<file path="src/rtl/sync_fifo_ctrl_if.sv">
// sync_fifo_ctrl_if: producer/consumer handshake, data and status bundle for the FIFO
interface sync_fifo_ctrl_if #(
    parameter int DATA_WIDTH = 8,
    parameter int DEPTH      = 16
);
    logic                    write_enable;
    logic [DATA_WIDTH-1:0]   data_in;
    logic                    read_enable;
    logic                    err_clear;
    logic [DATA_WIDTH-1:0]   data_out;
    logic                    data_valid;
    logic                    fifo_full;
    logic                    fifo_empty;
    logic                    almost_full;
    logic                    almost_empty;
    logic [$clog2(DEPTH):0]  fill_level;
    logic                    overflow;
    logic                    underflow;
    modport master (
        output write_enable, data_in, read_enable, err_clear,
        input  data_out, data_valid, fifo_full, fifo_empty, almost_full, almost_empty,
               fill_level, overflow, underflow
    );
    modport slave (
        input  write_enable, data_in, read_enable, err_clear,
        output data_out, data_valid, fifo_full, fifo_empty, almost_full, almost_empty,
               fill_level, overflow, underflow
    );
endinterface

</file>
<file path="src/rtl/sync_fifo_ctrl.sv">
// sync_fifo_ctrl: single-clock FIFO with registered status flags, sticky errors and optional FWFT read
module sync_fifo_ctrl #(
    parameter int DATA_WIDTH    = 8,
    parameter int DEPTH         = 16,
    parameter int AFULL_THRESH  = DEPTH - 2,
    parameter int AEMPTY_THRESH = 2,
    parameter int FWFT          = 0
) (
    input logic clk,
    input logic rst,
    sync_fifo_ctrl_if.slave bus
);
    localparam int AW = $clog2(DEPTH);
    localparam int CW = AW + 1;
    logic [DATA_WIDTH-1:0] r_mem [DEPTH];
    logic [CW-1:0]         r_wptr, r_rptr, r_count;
    logic [CW-1:0]         w_wptr_n, w_rptr_n, w_count_n;
    logic [DATA_WIDTH-1:0] r_dout;
    logic                  r_valid, r_full, r_empty, r_afull, r_aempty, r_ovf, r_unf;
    logic                  w_wa, w_ra;
    always_comb begin
        w_wa      = bus.write_enable && !r_full;
        w_ra      = bus.read_enable && !r_empty;
        w_wptr_n  = r_wptr + CW'(w_wa);
        w_rptr_n  = r_rptr + CW'(w_ra);
        w_count_n = w_wptr_n - w_rptr_n;
    end
    always_ff @(posedge clk) begin
        if (w_wa && !rst) r_mem[r_wptr[AW-1:0]] <= bus.data_in;
    end
    always_ff @(posedge clk) begin
        if (rst) begin
            r_wptr   <= '0;
            r_rptr   <= '0;
            r_count  <= '0;
            r_full   <= 1'b0;
            r_empty  <= 1'b1;
            r_afull  <= 1'b0;
            r_aempty <= 1'b1;
            r_dout   <= '0;
            r_valid  <= 1'b0;
            r_ovf    <= 1'b0;
            r_unf    <= 1'b0;
        end else begin
            r_wptr   <= w_wptr_n;
            r_rptr   <= w_rptr_n;
            r_count  <= w_count_n;
            r_full   <= w_count_n == CW'(DEPTH);
            r_empty  <= w_count_n == '0;
            r_afull  <= w_count_n >= CW'(AFULL_THRESH);
            r_aempty <= w_count_n <= CW'(AEMPTY_THRESH);
            r_valid  <= w_ra;
            if (w_ra) r_dout <= r_mem[r_rptr[AW-1:0]];
            r_ovf    <= (bus.write_enable && r_full) || (r_ovf && !bus.err_clear);
            r_unf    <= (bus.read_enable && r_empty) || (r_unf && !bus.err_clear);
        end
    end
    assign bus.data_out     = FWFT != 0 ? (r_empty ? '0 : r_mem[r_rptr[AW-1:0]]) : r_dout;
    assign bus.data_valid   = FWFT != 0 ? !r_empty : r_valid;
    assign bus.fifo_full    = r_full;
    assign bus.fifo_empty   = r_empty;
    assign bus.almost_full  = r_afull;
    assign bus.almost_empty = r_aempty;
    assign bus.fill_level   = r_count;
    assign bus.overflow     = r_ovf;
    assign bus.underflow    = r_unf;
endmodule

</file>
<file path="src/flat_wrapper.sv">
// flat-port wrapper written by rule: the top's interface ports become plain ports
module sync_fifo_ctrl_flat 
#(
    parameter int DATA_WIDTH    = 8,
    parameter int DEPTH         = 16,
    parameter int AFULL_THRESH  = DEPTH - 2,
    parameter int AEMPTY_THRESH = 2,
    parameter int FWFT          = 0
)
  (clk, rst, bus_write_enable, bus_data_in, bus_read_enable, bus_err_clear, bus_data_out, bus_data_valid, bus_fifo_full, bus_fifo_empty, bus_almost_full, bus_almost_empty, bus_fill_level, bus_overflow, bus_underflow);
  sync_fifo_ctrl_if #(.DATA_WIDTH(DATA_WIDTH), .DEPTH(DEPTH)) bus_i ();
  input logic clk;
  input logic rst;
  input wire logic [$bits(bus_i.write_enable)-1:0] bus_write_enable;
  input wire logic [$bits(bus_i.data_in)-1:0] bus_data_in;
  input wire logic [$bits(bus_i.read_enable)-1:0] bus_read_enable;
  input wire logic [$bits(bus_i.err_clear)-1:0] bus_err_clear;
  output wire logic [$bits(bus_i.data_out)-1:0] bus_data_out;
  output wire logic [$bits(bus_i.data_valid)-1:0] bus_data_valid;
  output wire logic [$bits(bus_i.fifo_full)-1:0] bus_fifo_full;
  output wire logic [$bits(bus_i.fifo_empty)-1:0] bus_fifo_empty;
  output wire logic [$bits(bus_i.almost_full)-1:0] bus_almost_full;
  output wire logic [$bits(bus_i.almost_empty)-1:0] bus_almost_empty;
  output wire logic [$bits(bus_i.fill_level)-1:0] bus_fill_level;
  output wire logic [$bits(bus_i.overflow)-1:0] bus_overflow;
  output wire logic [$bits(bus_i.underflow)-1:0] bus_underflow;
  assign bus_i.write_enable = bus_write_enable;
  assign bus_i.data_in = bus_data_in;
  assign bus_i.read_enable = bus_read_enable;
  assign bus_i.err_clear = bus_err_clear;
  assign bus_data_out = bus_i.data_out;
  assign bus_data_valid = bus_i.data_valid;
  assign bus_fifo_full = bus_i.fifo_full;
  assign bus_fifo_empty = bus_i.fifo_empty;
  assign bus_almost_full = bus_i.almost_full;
  assign bus_almost_empty = bus_i.almost_empty;
  assign bus_fill_level = bus_i.fill_level;
  assign bus_overflow = bus_i.overflow;
  assign bus_underflow = bus_i.underflow;
  sync_fifo_ctrl #(.DATA_WIDTH(DATA_WIDTH), .DEPTH(DEPTH), .AFULL_THRESH(AFULL_THRESH), .AEMPTY_THRESH(AEMPTY_THRESH), .FWFT(FWFT)) u_core (.clk(clk), .rst(rst), .bus(bus_i));
endmodule
</file>
<file path="config.mk">
export PLATFORM = sky130hd
export DESIGN_NAME = sync_fifo_ctrl_flat
export DESIGN_NICKNAME = d
export VERILOG_FILES = /design/src/rtl/sync_fifo_ctrl_if.sv /design/src/rtl/sync_fifo_ctrl.sv /design/src/flat_wrapper.sv
export SDC_FILE = /design/constraint.sdc
export NUM_CORES = 1
export LEC_CHECK = 0
export BUFFER_PORTS_ARGS = -buffer_cell sky130_fd_sc_hd__buf_4
export CORE_UTILIZATION = 60
export DETAILED_ROUTE_END_ITERATION = 12
export GPL_TIMING_DRIVEN = 0
export PLACE_DENSITY_LB_ADDON = 0.1
export SYNTH_ARGS = -nofsm -noshare
export SYNTH_HDL_FRONTEND = slang
export SYNTH_SLANG_ARGS = --single-unit
</file>
<file path="constraint.sdc">
create_clock -name clk -period 4.4 [get_ports clk]
set_input_delay 0.22 -clock clk [delete_from_list [all_inputs] [get_ports clk]]
set_output_delay 0.22 -clock clk [all_outputs]
set_load 0.005 [all_outputs]
</file>
==> out/metrics.yaml <==
vdd_ir_drop_max_mv: 0.283
first_pass_iters: 4
root_buffer: "clkbuf_8"
yosys_warnings: 0
power_frac_comb_pct: 16.3
holdWs_ns: 0.0251
cp_slowest_cell: "clkbuf_1"
grt_max_degree: 17
gp_congestion: 0.833
viasPerCell: 5.84
worst_slew_pin_slew_ns: 1.26
die_w_um: 103
final.setup.tns_ns: 0
cp-start-kind: "flop"
holdCritStartpoint: "bus_data_in[3]"
clock_latency_ns: 0.53
p_int_w: 0.00271
rsz0062_at_grt: "no"
status: "complete, no violations"
drt-wirelength-per-cell_um: 22.0
cp_num_buf_inv: 3
setup_viol: 0
ant_nets: 0
yosysSeqAreaShare_pct: 72.3
cp_top_family: "buffers and inverters"
netlist_instances: 342
critPathLaunch: "u_core.r_rptr[1]$_SDFF_PP0_"
drc_errors: 0
setup_ws_ns: 1.19
antenna_cells: 0
io_buffers: 32
finalCritPeriodShare_pct: 72.9
dpl_worst_slack_ns: 1.20
clock_power_share_pct: 35.9
start_util_pct: 62.3
grt_pass1_vias: 3164
path_clk_slew_ns: 0.06
numCtsBuffers: 17
die-area_um2: 10700
switching_share_pct: 24.2
core_area_um2: 9860
nets: 421
fin_total_pwr_w: 0.00358
power.density_nw_per_um2: 501
drv_slew: 0
finalHoldViolations: 0
cp.arrival_ns: 3.67
grt_usage_pct: 25.3
synth-edff-count: 128
drv_cap: 0
power.switching_w: 0.000867
io_pins: 33
p_leak_nw: 2.41
timing.rr.start: "u_core.r_rptr[1]$_SDFF_PP0_"
die_y_um: 103
antenna_found_initial: 0
cts_resized: 0
drive_gt1_share_pct: 24.8
cp_cell_sequence: "clkbuf_1 -> clkbuf_1 -> nand3_1 -> xor2_1 -> ha_1 -> buf_1 -> a31oi_1 -> o31ai_2 -> xnor2_1 -> a41o_1"
period_needed_ns: 3.21
grt_remaining_overflow: 0
slew_headroom_pct: 15.7
synthFlopType: "edfxtp_1"
grt_pass1_wl_um: 18000
routed_wl_um: 12000
cts.sinks: 158
cp.required_ns: 4.87
fin_area_um2: 7140
hpwl_um: 7690
cts_tree: "built"
skew_ns: 0.00659
synth.cell_area_um2: 6150
async_reset_ff_share_pct: 0
clk_path_buf_depth: 2
rrSetupSlack_ns: 1.19
min_path_type: "input port to flop"
fmax_mhz: 312
area_delta_synth_final_pct: 16.2
cp_common_cell: "clkbuf_1"
cts_htree_levels: 4
critical_path.max_stage_delay_ns: 0.52
cp-end-kind: "flop"
seqPwrFrac_pct: 47.9
first_iter_violations: 218
cts_setup_buffers: 0
rows: 36
crit_type: "flop to flop"
critPathMaxFanout: 10
synth_cell_types: 41
dpl_cell_area_um2: 6550
fillCellCount: 613
syn_nets: 363
ys_ff_latch: 158
hold_buffers: 6
syn_area_per_cell_um2: 18.0
vias: 3185
==> per-layer routing <==
layer / track usage [%] / wire length [um]
met1: 33.7 / 4990
met2: 41.1 / 6160
met3: 5.31 / 602
met4: 11.1 / 228
met5: 0 / 0
==> flip-flops by register name, indices dropped and copies added, names as in the netlist <==
register and cells:
u_core.bus.almost_full 1, u_core.bus.fifo_empty 1, u_core.bus.overflow 1, u_core.bus.fifo_full 1
u_core.r_rptr 5, u_core.bus.underflow 1, u_core.bus.almost_empty 1, u_core.r_mem 128
u_core.bus.data_out 8, u_core.r_wptr 5, u_core.bus.data_valid 1, u_core.bus.fill_level 5
==> synthesized netlist by cell type, types with 5 or more instances <==
cell / n / area, um2
xnor2_1: 6 / 52.6
a22o_1: 8 / 70.1
a221oi_1: 8 / 70.1
nor2_1: 24 / 90.1
mux4_2: 32 / 721
clkbuf_1: 13 / 48.8
ha_1: 8 / 100
nor2b_1: 10 / 62.6
nor3_1: 6 / 30.0
nand2b_1: 12 / 75.1
nand3_1: 5 / 25.0
dfxtp_1: 30 / 601
o22ai_1: 8 / 50.1
inv_1: 6 / 22.5
edfxtp_1: 128 / 3840
==> worst paths after layout <==
check,to,cells past startpoint
min,u_core.r_mem[9][3]$_DFFE_PP_,1
max reg2reg,u_core.bus.fifo_empty$_SDFF_PP1_,10
min reg2reg,u_core.bus.data_out[3]$_SDFFE_PP0N_,2
max,u_core.bus.fifo_empty$_SDFF_PP1_,10
==> kinds of logic after synthesis <==
group	count (synthesis)	synth area share (%)
buffers and inverters	25	1.63
AOI/OAI and AO/OA	39	4.97
xor gates and xnor gates	12	1.95
and+or+nand+nor	68	5.78
DFF	158	72.3
muxes	32	11.7
adders and majority gates	8	1.63
==> power by group through the flow <==
stage / clock network (W) / registers [W] / logic [W]
3_5_place_dp: 0 / 0.00174 / 0.000577
5_1_grt: 0.00136 / 0.00172 / 0.000639
6_report: 0.00128 / 0.00171 / 0.000582
4_1_cts: 0.00131 / 0.00171 / 0.000588
3_3_place_gp: 0 / 0.00174 / 0.000572
2_1_floorplan: 0 / 0.00174 / 0.000375
==> worst reg2reg max path: cells and delay by family, from the launching register on <==
kind / cells / cell delay, ns
XOR/XNOR: 2 / 0.74
flip-flops: 1 / 0.33
adder cells (fa/ha/maj): 1 / 0.28
AO/OA/AOI/OAI: 3 / 0.57
AND/OR/NAND/NOR: 1 / 0.17
buffers and inverters: 3 / 1.07
==> per-stage QoR <==
stage | cells | utilization (%)
4_1_cts | 544 | 72.3
6_report | 545 | 72.4
2_1_floorplan | 342 | -
3_3_place_gp | 507 | 66.4
5_1_grt | 545 | 72.4
3_5_place_dp | 507 | 66.4
==> placed cells by master (no fill, tap or decap), types with 8 or more instances in the layout <==
cell type    n
nand2b_1    12
a22o_1       8
clkbuf_16   16
a221oi_1     8
nor2b_1     10
clkbuf_1    16
o22ai_1      8
edfxtp_1   128
dfxtp_1     30
ha_1         8
mux4_2      32
buf_4       33
nor2_1      24
==> final cells by class <==
cell class / instances / area (um2) / area share (%)
well taps: 133 / 166 / 2.33
flip-flops and latches: 158 / 4440 / 62.2
plain buffers: 18 / 73.8 / 1.03
multi-input cells: 159 / 1600 / 22.4
clock buffers: 20 / 425 / 5.96
repair buffers: 39 / 308 / 4.31
inverters: 7 / 26.3 / 0.368
clock inverters: 11 / 95.1 / 1.33
(Power assumes the default switching activity.)
